## config.mk

```make
export PLATFORM = sky130hd
export DESIGN_NAME = led_seq_ctrl
export DESIGN_NICKNAME = d
export VERILOG_FILES = /design/src/rtl/led_seq_ctrl.sv
export SDC_FILE = /design/constraint.sdc
export NUM_CORES = 1
export LEC_CHECK = 0
export ABC_AREA = 1
export ABC_CLOCK_PERIOD_IN_PS = 1800
export BUFFER_PORTS_ARGS = -buffer_cell sky130_fd_sc_hd__clkbuf_2
export CAP_MARGIN = 20
export CORE_ASPECT_RATIO = 1.25
export CORE_MARGIN = 1.5
export CORE_UTILIZATION = 45
export DETAILED_ROUTE_END_ITERATION = 16
export SETUP_SLACK_MARGIN = 0.3
export SLEW_MARGIN = 20
export SYNTH_ARGS = -nofsm -noshare
export SYNTH_HDL_FRONTEND = slang
export SYNTH_SLANG_ARGS = --single-unit
```

## constraint.sdc

```tcl
create_clock -name clk100 -period 1.8 [get_ports clk100]
set_input_delay 0.36 -clock clk100 [delete_from_list [all_inputs] [get_ports clk100]]
set_output_delay 0.36 -clock clk100 [all_outputs]
set_load 0.005 [all_outputs]
```

## src/rtl/led_seq_ctrl.sv

```systemverilog
// led_seq_ctrl: steps a small pattern table to program the LED blink divider.
// A manual override requester can take the divider and hand it back.
//
// Ports:
//   clk100, rstn            clock, async active-low reset
//   en_i, loop_i, last_i    run level, wrap enable, index of last entry
//   cfg_we_i/addr/div/dwell table write port (any state)
//   ovr_req_i, ovr_div_i    override request level and divider
//   ovr_ack_o               pulse when the override divider is written
//   div_o, wren_o           divider and write strobe to led_cnt
//   idx_o, busy_o, done_o   current entry, not idle, end of one-shot run
module led_seq_ctrl #(
    parameter int              DIV_W    = 5,
    parameter int              NSTEPS   = 8,
    parameter int              DWELL_W  = 16,
    parameter int              TICK_DIV = 100000,
    parameter logic [DIV_W-1:0] RST_DIV = DIV_W'(20)
) (
    input  logic                      clk100,
    input  logic                      rstn,
    input  logic                      en_i,
    input  logic                      loop_i,
    input  logic [$clog2(NSTEPS)-1:0] last_i,
    input  logic                      cfg_we_i,
    input  logic [$clog2(NSTEPS)-1:0] cfg_addr_i,
    input  logic [DIV_W-1:0]          cfg_div_i,
    input  logic [DWELL_W-1:0]        cfg_dwell_i,
    input  logic                      ovr_req_i,
    input  logic [DIV_W-1:0]          ovr_div_i,
    output logic                      ovr_ack_o,
    output logic [DIV_W-1:0]          div_o,
    output logic                      wren_o,
    output logic [$clog2(NSTEPS)-1:0] idx_o,
    output logic                      busy_o,
    output logic                      done_o
);

    localparam int IW = $clog2(NSTEPS);
    localparam int PW = (TICK_DIV > 1) ? $clog2(TICK_DIV) : 1;
    localparam logic [PW-1:0] PS_MAX = PW'(TICK_DIV - 1);

    typedef enum logic [1:0] {
        ST_IDLE,
        ST_LOAD,
        ST_DWELL,
        ST_OVR
    } state_t;

    state_t             state;
    logic [IW-1:0]      idx;
    logic [PW-1:0]      presc;
    logic [DWELL_W-1:0] dwell_cnt;
    logic [DIV_W-1:0]   ovr_last;
    // done is delayed one cycle so it lands where the next strobe would be
    logic               done_pend;
    // cleared at the end of a one-shot run; en_i must drop to re-arm
    logic               armed;

    logic [DIV_W-1:0]   tbl_div   [NSTEPS];
    logic [DWELL_W-1:0] tbl_dwell [NSTEPS];

    logic               expire;
    logic               last_hit;
    logic [DWELL_W-1:0] ld_dwell;

    // final tick of the final dwell unit
    assign expire   = (presc == PS_MAX) && (dwell_cnt == DWELL_W'(1));
    // an index beyond a lowered last_i ends the pass like the last entry
    assign last_hit = (idx >= last_i);
    assign ld_dwell = (tbl_dwell[idx] == '0) ? DWELL_W'(1)
                                             : tbl_dwell[idx];

    assign busy_o = (state != ST_IDLE);
    assign idx_o  = idx;

    always_ff @(posedge clk100 or negedge rstn) begin
        if (!rstn) begin
            state     <= ST_IDLE;
            idx       <= '0;
            presc     <= '0;
            dwell_cnt <= '0;
            ovr_last  <= '0;
            done_pend <= 1'b0;
            armed     <= 1'b1;
            div_o     <= RST_DIV;
            wren_o    <= 1'b0;
            ovr_ack_o <= 1'b0;
            done_o    <= 1'b0;
            for (int i = 0; i < NSTEPS; i++) begin
                tbl_div[i]   <= RST_DIV;
                tbl_dwell[i] <= DWELL_W'(1);
            end
        end else begin
            wren_o    <= 1'b0;
            ovr_ack_o <= 1'b0;
            done_o    <= done_pend;
            done_pend <= 1'b0;

            if (!en_i)
                armed <= 1'b1;

            if (cfg_we_i) begin
                tbl_div[cfg_addr_i]   <= cfg_div_i;
                tbl_dwell[cfg_addr_i] <= cfg_dwell_i;
            end

            unique case (state)
                ST_IDLE: begin
                    if (ovr_req_i) begin
                        div_o     <= ovr_div_i;
                        wren_o    <= 1'b1;
                        ovr_ack_o <= 1'b1;
                        ovr_last  <= ovr_div_i;
                        state     <= ST_OVR;
                    end else if (en_i && armed) begin
                        idx   <= '0;
                        state <= ST_LOAD;
                    end
                end

                ST_LOAD: begin
                    div_o     <= tbl_div[idx];
                    wren_o    <= 1'b1;
                    dwell_cnt <= ld_dwell;
                    presc     <= '0;
                    state     <= ST_DWELL;
                end

                ST_DWELL: begin
                    if (ovr_req_i) begin
                        div_o     <= ovr_div_i;
                        wren_o    <= 1'b1;
                        ovr_ack_o <= 1'b1;
                        ovr_last  <= ovr_div_i;
                        state     <= ST_OVR;
                    end else if (!en_i) begin
                        state <= ST_IDLE;
                    end else begin
                        if (presc == PS_MAX) begin
                            presc     <= '0;
                            dwell_cnt <= dwell_cnt - 1'b1;
                        end else begin
                            presc <= presc + 1'b1;
                        end
                        if (expire) begin
                            if (!last_hit) begin
                                idx   <= idx + 1'b1;
                                state <= ST_LOAD;
                            end else if (loop_i) begin
                                idx   <= '0;
                                state <= ST_LOAD;
                            end else begin
                                idx       <= '0;
                                done_pend <= 1'b1;
                                armed     <= 1'b0;
                                state     <= ST_IDLE;
                            end
                        end
                    end
                end

                ST_OVR: begin
                    if (!ovr_req_i) begin
                        // resume re-runs the current entry's full dwell
                        if (en_i && armed)
                            state <= ST_LOAD;
                        else
                            state <= ST_IDLE;
                    end else if (ovr_div_i != ovr_last) begin
                        div_o     <= ovr_div_i;
                        wren_o    <= 1'b1;
                        ovr_ack_o <= 1'b1;
                        ovr_last  <= ovr_div_i;
                    end
                end

                default: state <= ST_IDLE;
            endcase
        end
    end

endmodule

```

==> flow_summary_export.csv <==
group,metric,value,unit
run_status,outcome,"completed",
die,core,23880,um2
logic_synthesis,syn_nets,1473,
cts,clk_pin_slew,0.06,ns
cells_and_area,drive_gt1_frac,0.2617,
grt,antenna_found_initial,0,
sta,fin_crit,1.777,ns
sta,slew_viol_final,0,
die,fp.dieH,178.0,um
placed_design,pre_cts_ws,0.04967,ns
sta,hold_viol_final,0,
hold_path,timing.hold.worst_path_depth,2,
setup_path,endpoint_kind,"register",
logic_synthesis,netlist_area,11020,um2
die,core.rowCount,63,
placed_design,place_congestion,0.8296,
grt,first_global_vias,9454,
sta,fin_crit_sh,0.9872,
routing,first_iter_violations,602,
power_and_ir_drop,p_leak,7.052,nW
grt,grt_pass1_wl,49070,um
cts,cts_root_buf,"clkbuf_16",
power_and_ir_drop,powerDensity,1387,nW/um2
routing,final_antenna_net_count,0,
logic_synthesis,syn_area_per_cell,7.719,um2
setup_path,path_max_fanout,4,
logic_synthesis,async_flop_share,1.000,
flow_run,max-cap-violations,0,
grt,grt_max_degree,70,
cells_and_area,syn_to_final_growth,31.11,%
logic_synthesis,synth_edf_count,0,
placed_design,dp_hpwl,18170,um
logic_synthesis,synth-seq-cells,221,
die,io_pins,50,
sta,tightestPinTransition,0.4943,ns
routing,wirelength,30410,um
routing,vias,9757,
setup_path,path_class,"reg2reg",
die,start_util,0.4615,
sta,slew_headroom,0.6705,
routing,drc_errors,0,
sta,setup_ws,0.02308,ns
cells_and_area,insertedDiodeCount,0,
routing,drt-wirelength-per-cell,15.98,um
cts,cts_buffers,24,
logic_synthesis,yosysWarnings,0,
logic_synthesis,netlist_instances,1428,
sta,setup_viol,0,
cts,htree_levels,1,
sta,rsz0062_at_grt,"yes",
cells_and_area,final_nets,1605,
sta,hold_ws,0.05941,ns
logic_synthesis,ys_types,44,
cts,cts_buffer_depth,3,
hold_path,hp-class,"in2reg",
routing,drtPass1Iterations,5,
grt,gr-usage-all-layers,0.2432,
cts,cts_tree,"done",
setup_path,startpoint_type,"register",
logic_synthesis,ys_seq_area_frac,0.5048,
power_and_ir_drop,ir_drop,0.0008487,V
placed_design,io_buffers,49,
setup_path,cp.arrival,2.23,ns
sta,finClkSkew,0.006776,ns
die,dieArea,25450,um2
die,die_width,143.0,um
sta,timing.fmax,562.8,MHz
setup_path,r2r_cells,14,
setup_path,worst_ep_required_time,2.25,ns
routing,viasPerCell,5.127,
grt,grt_overflow,0,
cts,cts_sinks,221,
logic_synthesis,ys.flop_type,"dfrtp_1",
cts,worstSkewPairLatency,0.52,ns
-- sequential cells by signal, indices dropped and copies added, names as in the netlist, 2 cells and up --
name       flops
presc         17
dwell_cnt     16
tbl_dwell    128
idx_o          3
state          2
div_o          5
tbl_div       40
ovr_last       5
-- kinds of logic after synthesis --
family,count (synthesis),share of synthesized area
AO/OA/AOI/OAI,284,0.1370
XOR/XNOR,11,0.008741
adder cells (fa/ha/maj),7,0.007945
buffers and inverters,225,0.08899
flip-flops,221,0.5048
AND/OR/NAND/NOR,680,0.2526
-- area by class of cell --
cell class | instances | area, um2
repair buffers | 173 | 1768
fillers | 2080 | 9432
repair inverters | 3 | 43.79
clock buffers | 37 | 720.7
multi-input cells | 982 | 5199
flip-flops and latches | 221 | 5573
inverters | 155 | 631.9
clock inverters | 7 | 110.1
well taps | 325 | 406.6
-- path summary, 6_finish.rpt --
kind / startpoint / endpoint / slack (ns)
min in group asynchronous: rstn / wren_o / 0.28
max reg2reg: idx_o[0] / state[0] / 0.02
max in group asynchronous: rstn / tbl_dwell[32] / 0.86
max: idx_o[0] / state[0] / 0.02
min reg2reg: done_pend / done_o / 0.35
min: en_i / armed / 0.06
-- Yosys cell counts (2+ instances only) --
cell type | number | share of area
a21oi_1 | 32 | 0.015
a22oi_1 | 6 | 0.0041
a31oi_1 | 10 | 0.0057
buf_1 | 3 | 0.0010
buf_2 | 10 | 0.0045
buf_4 | 6 | 0.0041
buf_6 | 10 | 0.010
clkbuf_1 | 40 | 0.014
dfrtp_1 | 194 | 0.44
dfstp_2 | 27 | 0.064
ha_1 | 7 | 0.0079
inv_1 | 149 | 0.051
inv_2 | 3 | 0.0010
inv_6 | 3 | 0.0024
nand2_1 | 489 | 0.17
nand3_1 | 65 | 0.030
nand3_2 | 3 | 0.0027
nand3_4 | 2 | 0.0032
nand4_1 | 9 | 0.0051
nor2_1 | 88 | 0.030
nor2_4 | 2 | 0.0020
nor3_1 | 13 | 0.0059
nor3_2 | 2 | 0.0018
o211ai_1 | 3 | 0.0020
o21a_1 | 3 | 0.0020
o21ai_0 | 207 | 0.094
o21ai_1 | 6 | 0.0027
o221ai_1 | 5 | 0.0040
o22ai_1 | 7 | 0.0040
xnor2_1 | 2 | 0.0016
xor2_1 | 9 | 0.0072
-- power by group --
group          switching (mW)  internal, mW  total (mW)
clock                    2.02          3.17        5.19
sequential              0.748          6.16        6.91
combinational            4.40          3.54        7.94
total                    7.17          12.9        20.0
-- stage by stage --
stage / area (um2) / total power [mW] / utilization / TNS (ns) / cells
after CTS: 13610 / 18.91 / 0.5700 / 0 / 1881
after floorplan: 11040 / 10.57 / - / -0.4309 / 1428
after detailed placement: 11890 / 12.36 / 0.4978 / 0 / 1786
after global routing: 14450 / 21.35 / 0.6051 / -0.1978 / 1903
final: 14450 / 20.05 / 0.6051 / 0 / 1903
after global placement: 11890 / 12.28 / 0.4978 / 0 / 1786
-- metal layers --
metal	part of all wire	global-route usage
met1	0.45	0.3323
met2	0.49	0.4088
met3	0.044	0.02765
met4	0.021	0.06744
met5	0	0
-- cells in the final DEF, fill, tap and decap left out, types with 8 or more instances in the layout --
cell and n:
a21oi_1 19, a21oi_2 13, a31oi_1 8, buf_12 19, buf_4 66, buf_6 21
buf_8 12, clkbuf_16 28, clkbuf_2 45, dfrtp_1 187, dfstp_2 27, inv_1 140
inv_2 9, nand2_1 438, nand2_2 40, nand2_4 12, nand3_1 53, nand3_2 10
nand4_1 9, nor2_1 64, nor2_2 8, nor2_4 18, o21ai_0 177, o21ai_1 20
o21ai_2 16, xor2_1 9
-- critical path, cell delays in order (launching register included) --
cell and delay [ns]:
dfrtp_2 0.45, buf_12 0.16, inv_8 0.09, ha_4 0.20
inv_2 0.05, nand2_2 0.05, a21oi_2 0.10, inv_1 0.04
nand2_1 0.06, nand2_2 0.11, nand2_2 0.10, nand2_1 0.05
nand3_1 0.07, nand4_1 0.08, nand2_1 0.08
-- what timing repair did --
action                                  CTS  global route
endpoints found under the setup margin   46            51
cloned                                    9             3
setup buffers                            41            19
gates resized for setup                 133           163
hold endpoints to repair                 41             0
hold buffers                              1             0
pin swaps                                40            67
Note: power is estimated with default switching activity, not from simulation.
